[src/rtl/sha1_tag_dispatch.sv]
// sha1_tag_dispatch: accepts jobs from upstream, stamps each with a sequence
// tag, dispatches it round-robin to a free SHA1 engine and tracks the number
// of tags in flight against the downstream reorder-buffer depth.
module sha1_tag_dispatch #(
  parameter int TAG_WIDTH       = 10,
  parameter int ENGINE_NUM      = 4,
  parameter int MAX_OUTSTANDING = 1024,
  parameter int DATA_WIDTH      = 512
) (
  input  logic                  clk,
  input  logic                  rst_n,
  input  logic                  init_done,
  input  logic                  job_valid,
  input  logic [DATA_WIDTH-1:0] job_data,
  output logic                  job_ready,
  input  logic [ENGINE_NUM-1:0] eng_busy,
  output logic [ENGINE_NUM-1:0] eng_start,
  output logic [DATA_WIDTH-1:0] eng_data,
  output logic [TAG_WIDTH-1:0]  eng_tag,
  input  logic                  credit_ret,
  output logic [TAG_WIDTH:0]    outstanding,
  output logic                  credit_err
);

  localparam int ENG_W = (ENGINE_NUM > 1) ? $clog2(ENGINE_NUM) : 1;
  localparam logic [TAG_WIDTH:0] MAX_OUT   = (TAG_WIDTH+1)'(MAX_OUTSTANDING);
  localparam logic [ENG_W:0]     ENG_CNT   = (ENG_W+1)'(ENGINE_NUM);
  localparam logic [ENG_W-1:0]   ENG_LAST  = ENG_W'(ENGINE_NUM - 1);

  typedef enum logic [1:0] {ST_IDLE, ST_ARB, ST_ISSUE, ST_WAIT} state_e;

  state_e                  state_q, state_d;
  logic [TAG_WIDTH-1:0]    tag_cnt_q, tag_cnt_d;
  logic [ENG_W-1:0]        rr_ptr_q, rr_ptr_d;
  logic [ENG_W-1:0]        sel_q, sel_d;
  logic                    wait_q, wait_d;
  logic [TAG_WIDTH:0]      outstanding_q, outstanding_d;
  logic                    credit_err_q, credit_err_d;
  logic [ENGINE_NUM-1:0]   eng_start_q, eng_start_d;
  logic [DATA_WIDTH-1:0]   eng_data_q, eng_data_d;
  logic [TAG_WIDTH-1:0]    eng_tag_q, eng_tag_d;

  logic                    accept;
  logic                    free_found;
  logic [ENG_W-1:0]        free_idx;
  logic [ENG_W:0]          cand;

  // Ready only in idle, after RAM init, with reorder-buffer room, and never under reset.
  assign job_ready = rst_n && init_done && (state_q == ST_IDLE) && (outstanding_q < MAX_OUT);
  assign accept    = job_valid && job_ready;

  // Round-robin search: first idle engine at or after rr_ptr, wrapping.
  always_comb begin
    // NOTE: every variable written here gets a default first, so no path leaves it unassigned and no latch is inferred.
    free_found = 1'b0;
    free_idx   = rr_ptr_q;
    cand       = '0;
    for (int i = 0; i < ENGINE_NUM; i++) begin
      cand = {1'b0, rr_ptr_q} + (ENG_W+1)'(i);
      if (cand >= ENG_CNT) cand = cand - ENG_CNT;
      if (!free_found && !eng_busy[cand[ENG_W-1:0]]) begin
        free_found = 1'b1;
        free_idx   = cand[ENG_W-1:0];
      end
    end
  end

  // Dispatch FSM: next state, job capture, engine selection and start pulse.
  always_comb begin
    state_d     = state_q;
    tag_cnt_d   = tag_cnt_q;
    rr_ptr_d    = rr_ptr_q;
    sel_d       = sel_q;
    wait_d      = wait_q;
    eng_data_d  = eng_data_q;
    eng_tag_d   = eng_tag_q;
    eng_start_d = '0;
    case (state_q)
      ST_IDLE: begin
        if (accept) begin
          eng_data_d = job_data;
          eng_tag_d  = tag_cnt_q;
          tag_cnt_d  = tag_cnt_q + TAG_WIDTH'(1);
          state_d    = ST_ARB;
        end
      end
      ST_ARB: begin
        if (free_found) begin
          sel_d                 = free_idx;
          eng_start_d[free_idx] = 1'b1;
          state_d               = ST_ISSUE;
        end
      end
      ST_ISSUE: begin
        rr_ptr_d = (sel_q == ENG_LAST) ? '0 : sel_q + ENG_W'(1);
        wait_d   = 1'b0;
        state_d  = ST_WAIT;
      end
      ST_WAIT: begin
        // Leave once the engine reports busy, or after the second wait cycle.
        if (eng_busy[sel_q] || wait_q) state_d = ST_IDLE;
        else                           wait_d  = 1'b1;
      end
      default: state_d = ST_IDLE;
    endcase
  end

  // Credit accounting: simultaneous issue and return cancel out.
  always_comb begin
    outstanding_d = outstanding_q;
    credit_err_d  = credit_err_q;
    if (accept && !credit_ret) begin
      outstanding_d = outstanding_q + (TAG_WIDTH+1)'(1);
    end else if (!accept && credit_ret) begin
      if (outstanding_q == '0) credit_err_d  = 1'b1;
      else                     outstanding_d = outstanding_q - (TAG_WIDTH+1)'(1);
    end
  end

  // State registers with synchronous active-low reset.
  always_ff @(posedge clk) begin
    // NOTE: sequential state uses non-blocking assignments so all registers update from pre-edge values.
    if (!rst_n) begin
      state_q       <= ST_IDLE;
      tag_cnt_q     <= '0;
      rr_ptr_q      <= '0;
      sel_q         <= '0;
      wait_q        <= 1'b0;
      outstanding_q <= '0;
      credit_err_q  <= 1'b0;
      eng_start_q   <= '0;
      eng_data_q    <= '0;
      eng_tag_q     <= '0;
    end else begin
      state_q       <= state_d;
      tag_cnt_q     <= tag_cnt_d;
      rr_ptr_q      <= rr_ptr_d;
      sel_q         <= sel_d;
      wait_q        <= wait_d;
      outstanding_q <= outstanding_d;
      credit_err_q  <= credit_err_d;
      eng_start_q   <= eng_start_d;
      eng_data_q    <= eng_data_d;
      eng_tag_q     <= eng_tag_d;
    end
  end

  // A start pulse seen while reset is low would launch an engine on a job
  // that reset is discarding, so the pulse is masked by rst_n.
  assign eng_start   = eng_start_q & {ENGINE_NUM{rst_n}};
  assign eng_data    = eng_data_q;
  assign eng_tag     = eng_tag_q;
  assign outstanding = outstanding_q;
  assign credit_err  = credit_err_q;

endmodule

[config.mk]
export PLATFORM = sky130hd
export DESIGN_NAME = sha1_tag_dispatch
export DESIGN_NICKNAME = d
export VERILOG_FILES = /design/src/rtl/sha1_tag_dispatch.sv
export SDC_FILE = /design/constraint.sdc
export NUM_CORES = 1
export LEC_CHECK = 0
export ABC_CLOCK_PERIOD_IN_PS = 5340
export BUFFER_PORTS_ARGS = -buffer_cell sky130_fd_sc_hd__buf_2
export CORE_AREA = 2 2 416 418
export CTS_CLUSTER_SIZE = 28
export DETAILED_ROUTE_END_ITERATION = 8
export DIE_AREA = 0 0 418 420
export GPL_ROUTABILITY_DRIVEN = 0
export SLEW_MARGIN = 20
export SYNTH_ARGS = -nofsm -noshare
export SYNTH_HDL_FRONTEND = slang
export SYNTH_SLANG_ARGS = --single-unit
[constraint.sdc]
create_clock -name clk -period 5.34 [get_ports clk]
set_input_delay 0.267 -clock clk [delete_from_list [all_inputs] [get_ports clk]]
set_output_delay 0.267 -clock clk [all_outputs]
set_load 0.02 [all_outputs]
# Word-level counts from Yosys, hierarchy flattened
# Index checks and enable logic that the tools add are counted.
dict set report totals {
  reg_bits 555
  output_inout_bits 539
  inputBits 521
  wordCells 107
}
dict set report op_classes {
  muxes 34
  n_lt_le_gt_ge 12
  bitwise_logic 2
  add_sub_neg 11
  n_reduce_logical 29
  n_eq_ne 9
}
# cell count
set op_table {}
lappend op_table {{2-to-1 mux 11 bit} 3}
lappend op_table {{2-to-1 mux 2 bit} 12}
lappend op_table {{less-than comparator 2 x 3 -> 1 bit (second input constant)} 6}
lappend op_table {{adder 11 x 1 -> 11 bit (second input constant)} 1}
lappend op_table {{logical NOT 11 bit} 1}
lappend op_table {{less-than comparator 11 bit (second input constant)} 1}
lappend op_table {{2-to-1 mux 1 bit} 11}
lappend op_table {{subtractor 11 x 1 -> 11 bit (second input constant)} 1}
lappend op_table {{adder 10 x 1 -> 10 bit (second input constant)} 1}
lappend op_table {{binary-select mux 1 bit (select 2 bit)} 5}
lappend op_table {{logical AND 1 bit} 10}
lappend op_table {{!= test 2 bit (second input constant)} 5}
lappend op_table {{greater-or-equal comparator 3 bit (second input constant)} 3}
lappend op_table {{AND reduction 3 bit} 3}
lappend op_table {{one-hot mux 2 bit (4 select lines)} 1}
lappend op_table {{AND reduction 2 bit} 4}
lappend op_table {{subtractor 2 x 1 -> 2 bit (second input constant)} 4}
lappend op_table {{logical NOT 1 bit} 7}
lappend op_table {{adder 2 x 2 -> 3 bit (second input constant)} 2}
lappend op_table {{== test 2 bit (second input constant)} 3}
lappend op_table {{bitwise AND 4 bit} 1}
lappend op_table {{nonzero test 2 bit} 2}
lappend op_table {{adder 2 x 1 -> 3 bit (second input constant)} 1}
lappend op_table {{greater-or-equal comparator 2 x 3 -> 1 bit (second input constant)} 1}
lappend op_table {{other kinds (8)} 8}

# Depth between registers and ports, before layout
dict set report logic_depth {
  ltp_word 18
  mapped_depth 16
  ltp_nobuf 14
}

# Least setup slack after synthesis
# OpenSTA, ideal clock, no wires.
dict set report synth_timing {
  kind {reg-to-reg}
  from {register state_q[0]}
  to {register outstanding_q[10], in the netlist outstanding[10]}
  setup_slack_ps 1946
  setup_ps 72
  path_buffers 2
  stages_incl_launch_ff 17
  required_time_ps 5268
  t_arrival_ps 3322
  period_less_slack_ps 3394
  path_cell_list {dfxtp_1 inv_1 ha_1 and4b_1 nand2_2 clkinv_2 buf_2 buf_2 ha_1 inv_1 ha_1 o211ai_1 a21oi_1 a211oi_1 o21ai_0 mux2i_1 mux2i_1}
}
dict set report synth_via {
  elab_chain_len 8
  elab_cells_between_ends 11
  classes_between {1 x eq/ne; 1 x mux; 9 x reduce/logical}
}
# item line_no
set synth_lines {}
lappend synth_lines {{start, declared} 32} ;# state_e state_q, state_d;
lappend synth_lines {{start signal, assigned} 135} ;# state_q <= state_d;
lappend synth_lines {{logical NOT 2 bit *} 49} ;# assign job_ready = rst_n && init_done && (state_q == ST_IDLE) && (outstanding_q < MAX_OUT);
lappend synth_lines {{logical AND 1 bit * (2 in a row)} 49}
lappend synth_lines {{named net job_ready} 15} ;# output logic job_ready,
lappend synth_lines {{logical AND 1 bit *} 50} ;# assign accept = job_valid && job_ready;
lappend synth_lines {{logical NOT 1 bit} 114} ;# end else if (!accept && credit_ret) begin
lappend synth_lines {{logical AND 1 bit} 114}
lappend synth_lines {{nonzero test 2 bit (no line)} -}
lappend synth_lines {{AND reduction 2 bit (no line)} -}
lappend synth_lines {{end signal, assigned} 140} ;# outstanding_q <= outstanding_d;
lappend synth_lines {{end, declared} 37} ;# logic [TAG_WIDTH:0] outstanding_q, outstanding_d;
# Mark *: on every way through the listed nets, which the timed path passes. The rest lies on a longest branch.
# A chain may end at the register's enable or synchronous reset.

# Worst setup path in the final report
dict set report layout_timing {
  from {register state_q[0]}
  to {register outstanding_q[10], in the netlist outstanding[10]}
}
dict set report layout_via {
  elab_chain_len 8
  elab_cells_between_ends 11
  classes_between {1 x eq/ne; 1 x mux; 9 x reduce/logical}
}
# item line_no
set layout_lines {}
lappend layout_lines {{logical NOT 2 bit *} 49}
lappend layout_lines {{logical AND 1 bit * (2 in a row)} 49}
lappend layout_lines {{logical AND 1 bit *} 50}
lappend layout_lines {{logical NOT 1 bit} 114}
lappend layout_lines {{logical AND 1 bit} 114}
lappend layout_lines {{nonzero test 2 bit (no line)} -}
lappend layout_lines {{AND reduction 2 bit (no line)} -}
# Mark *: on every way between the ends. The rest lies on a longest branch, timed or not.

==> metrics.yaml <==
seq_area_frac_synth: 0.5632
area_delta_synth_final_pct: 75.96
clock_skew_ns: 0.02682
gr-total-overflow: 0
synth-adder-area-share: 0.01306
setup_slack_ns: 1.247
nets: 4503
path_max_fanout: 99
end_kind: "register"
synth-simple-area-share: 0.2233
power_density_mw_per_mm2: 355.7
path_clk_slew_ns: 0.07
drive_gt1_frac: 0.2973
placementRows: 152
rsz0062_at_grt: "no"
drc: 0
worstSkewPairLatency_ns: 0.66
drv_slew: 0
port_buffers: 1059
start_util: 0.1154
drt_first_pass_iters: 5
routedWlPerCell_um: 18.13
grt_pass1_vias: 22624
worst-slew-pin-transition_ns: 1.124
p_total_w: 0.01235
setup_viol: 0
cts_sinks: 555
finalHoldViolations: 0
synth_area_mm2: 0.01973
critPathKind: "register to register"
core_mm2: 0.1710
max_cap_violations: 0
fin_crit_sh: 0.7665
fin_setup_tns_ns: 0
final_common_cell: "nand2_1"
drtIter0Drc: 1594
grt_max_degree: 194
wirelength_um: 113500
fmaxAchievable_mhz: 244.3
cts_buffer_depth: 3
die_h_um: 420
synth-compound-area-share: 0.1467
die_w_um: 418
p_leak_nw: 14.69
antenna_found_initial: 41
worstPathArrival_ns: 4.69
avgSynthCellArea_um2: 7.920
synth_mux_area_frac: 0.004566
outcome: "completed"
detail-route-antenna-nets: 0
period_needed_ns: 4.093
num_vias: 23517
synth_xor_xnor_area_share: 0.005327
synth_top_family_by_area: "simple AND/OR/NAND/NOR gates"
cts-buffers-inserted: 67
synthDistinctLibCells: 48
viasPerCell: 3.755
pin_count: 1060
h-tree-depth: 3
vdd_ir_drop_max_mv: 0.1977
dp_hpwl_um: 84580
grt_pass1_wl_um: 155300
syn-num-nets: 3032
die_area_mm2: 0.1756
crit_required_ns: 5.94
grt_util_all_layers: 0.1209
cts_tree: "built"
start_kind: "register"
ys_ff_latch: 555
dp_slack_ns: 1.172
clockRootBuffer: "clkbuf_16"
final_cell_mix: "1065 x nand2_1, 1059 x buf_2, 555 x dfxtp_1"
slew_headroom: 0.2510
hp-class: "input port to register"
synth_cells: 2491
ys_warn_count: 0
==> metal layers <==
layer | track usage | routed length [µm] | up-vias
li1 | - | - | 11011
met1 | 0.1505 | 46930 | 11130
met2 | 0.1819 | 49720 | 1081
met3 | 0.04343 | 10950 | 267
met4 | 0.06296 | 5732 | 28
met5 | 0 | 195 | -
==> power by group <==
| group | internal [W] | total [W] | switching (W) |
|---|---|---|---|
| Combinational | 0.00101 | 0.00275 | 0.00174 |
| Clock | 0.00292 | 0.00492 | 0.00200 |
| Sequential | 0.00447 | 0.00468 | 0.000216 |
==> per-stage QoR <==
stage          hold slack [ns]  std cells  utilization  cell area [µm²]
2_1_floorplan           0.4030       2491            -            19730
3_3_place_gp            0.4383       5619       0.1593            27230
3_5_place_dp            0.4434       5619       0.1593            27230
4_1_cts               0.008963       6246       0.2028            34670
5_1_grt                0.05879       6253       0.2029            34690
6_report               0.02155       6263       0.2030            34710
==> state kept, by name (all words and copies together), names as in the netlist <==
| signal | cells |
|---|---|
| wait_q | 1 |
| outstanding | 11 |
| sel_q | 2 |
| eng_data | 512 |
| eng_tag | 10 |
| eng_start_q | 4 |
| credit_err | 1 |
| tag_cnt_q | 10 |
| state_q | 2 |
| rr_ptr_q | 2 |
==> synth_stat cells, drive strengths merged <==
| cell type | n | share of area |
|---|---|---|
| o221ai | 2 | 0.00089 |
| inv | 13 | 0.0025 |
| xnor2 | 6 | 0.0027 |
| buf | 104 | 0.027 |
| a221oi | 1 | 0.00044 |
| a21oi | 538 | 0.14 |
| a221o | 1 | 0.00051 |
| a31oi | 2 | 0.00063 |
| clkinv | 1 | 0.00025 |
| fa | 1 | 0.0010 |
| nand3 | 7 | 0.0018 |
| clkbuf | 75 | 0.014 |
| a21o | 3 | 0.0011 |
| nor4 | 1 | 0.0011 |
| nand4 | 10 | 0.0039 |
| or4 | 2 | 0.00095 |
| nor3b | 1 | 0.00038 |
| nand2 | 1066 | 0.20 |
| mux2i | 9 | 0.0046 |
| and3 | 2 | 0.00063 |
| or3 | 4 | 0.0013 |
| ha | 19 | 0.012 |
| and4 | 1 | 0.00044 |
| nand2b | 4 | 0.0013 |
| o21ai | 9 | 0.0023 |
| nor2b | 1 | 0.00032 |
| nor3 | 1 | 0.00025 |
| a21boi | 1 | 0.00038 |
| a2111oi | 1 | 0.00051 |
| nand3b | 2 | 0.00076 |
| and4b | 1 | 0.00051 |
| nor2 | 29 | 0.0055 |
| dfxtp | 555 | 0.56 |
| o22ai | 1 | 0.00032 |
| and2 | 4 | 0.0013 |
| o21a | 1 | 0.00038 |
| xor2 | 6 | 0.0027 |
| a211oi | 4 | 0.0018 |
| o211ai | 2 | 0.00076 |
==> cell type report <==
| type | instances | area, µm² |
|---|---|---|
| fillers | 18731 | 136300 |
| flip-flops and latches | 555 | 11110 |
| repair buffers | 1581 | 10560 |
| multi-input cells | 1743 | 7766 |
| well taps | 2233 | 2794 |
| clock buffers | 92 | 1942 |
| clock inverters | 28 | 420.4 |
| inverters | 14 | 76.32 |
| diodes | 17 | 42.54 |
==> kinds of logic after synthesis <==
group / Yosys count
flip-flops: 555
XOR/XNOR: 12
buffers and inverters: 193
multiplexers: 9
adder cells (fa/ha/maj): 20
AO/OA/AOI/OAI: 566
AND/OR/NAND/NOR: 1136
==> timing repair <==
item	CTS	global route
endpoints found under the hold margin	507	0
hold buffers	507	0
setup buffers	0	0
resized for setup	0	0
==> critical path, stage by stage (launching register included) <==
cell,delay [ns]
dfxtp_1,0.34
inv_1,0.13
ha_1,0.31
and4b_1,0.37
nand2_8,0.26
inv_16,0.33
ha_1,0.31
inv_1,0.22
ha_1,0.43
o211ai_1,0.21
a21oi_1,0.07
a211oi_1,0.40
o21ai_0,0.21
mux2i_1,0.23
mux2i_1,0.20
==> path summary, 6_finish.rpt <==
check / start / endpoint / slack (ns) / cells after the start
max: state_q[0] / outstanding[10] / 1.25 / 14
min: job_data[89] / eng_data[89] / 0.02 / 3
min reg2reg: eng_data[256] / eng_data[256] / 0.45 / 2
max reg2reg: state_q[0] / outstanding[10] / 1.25 / 14
No activity file was read; power rests on OpenSTA's default activity.
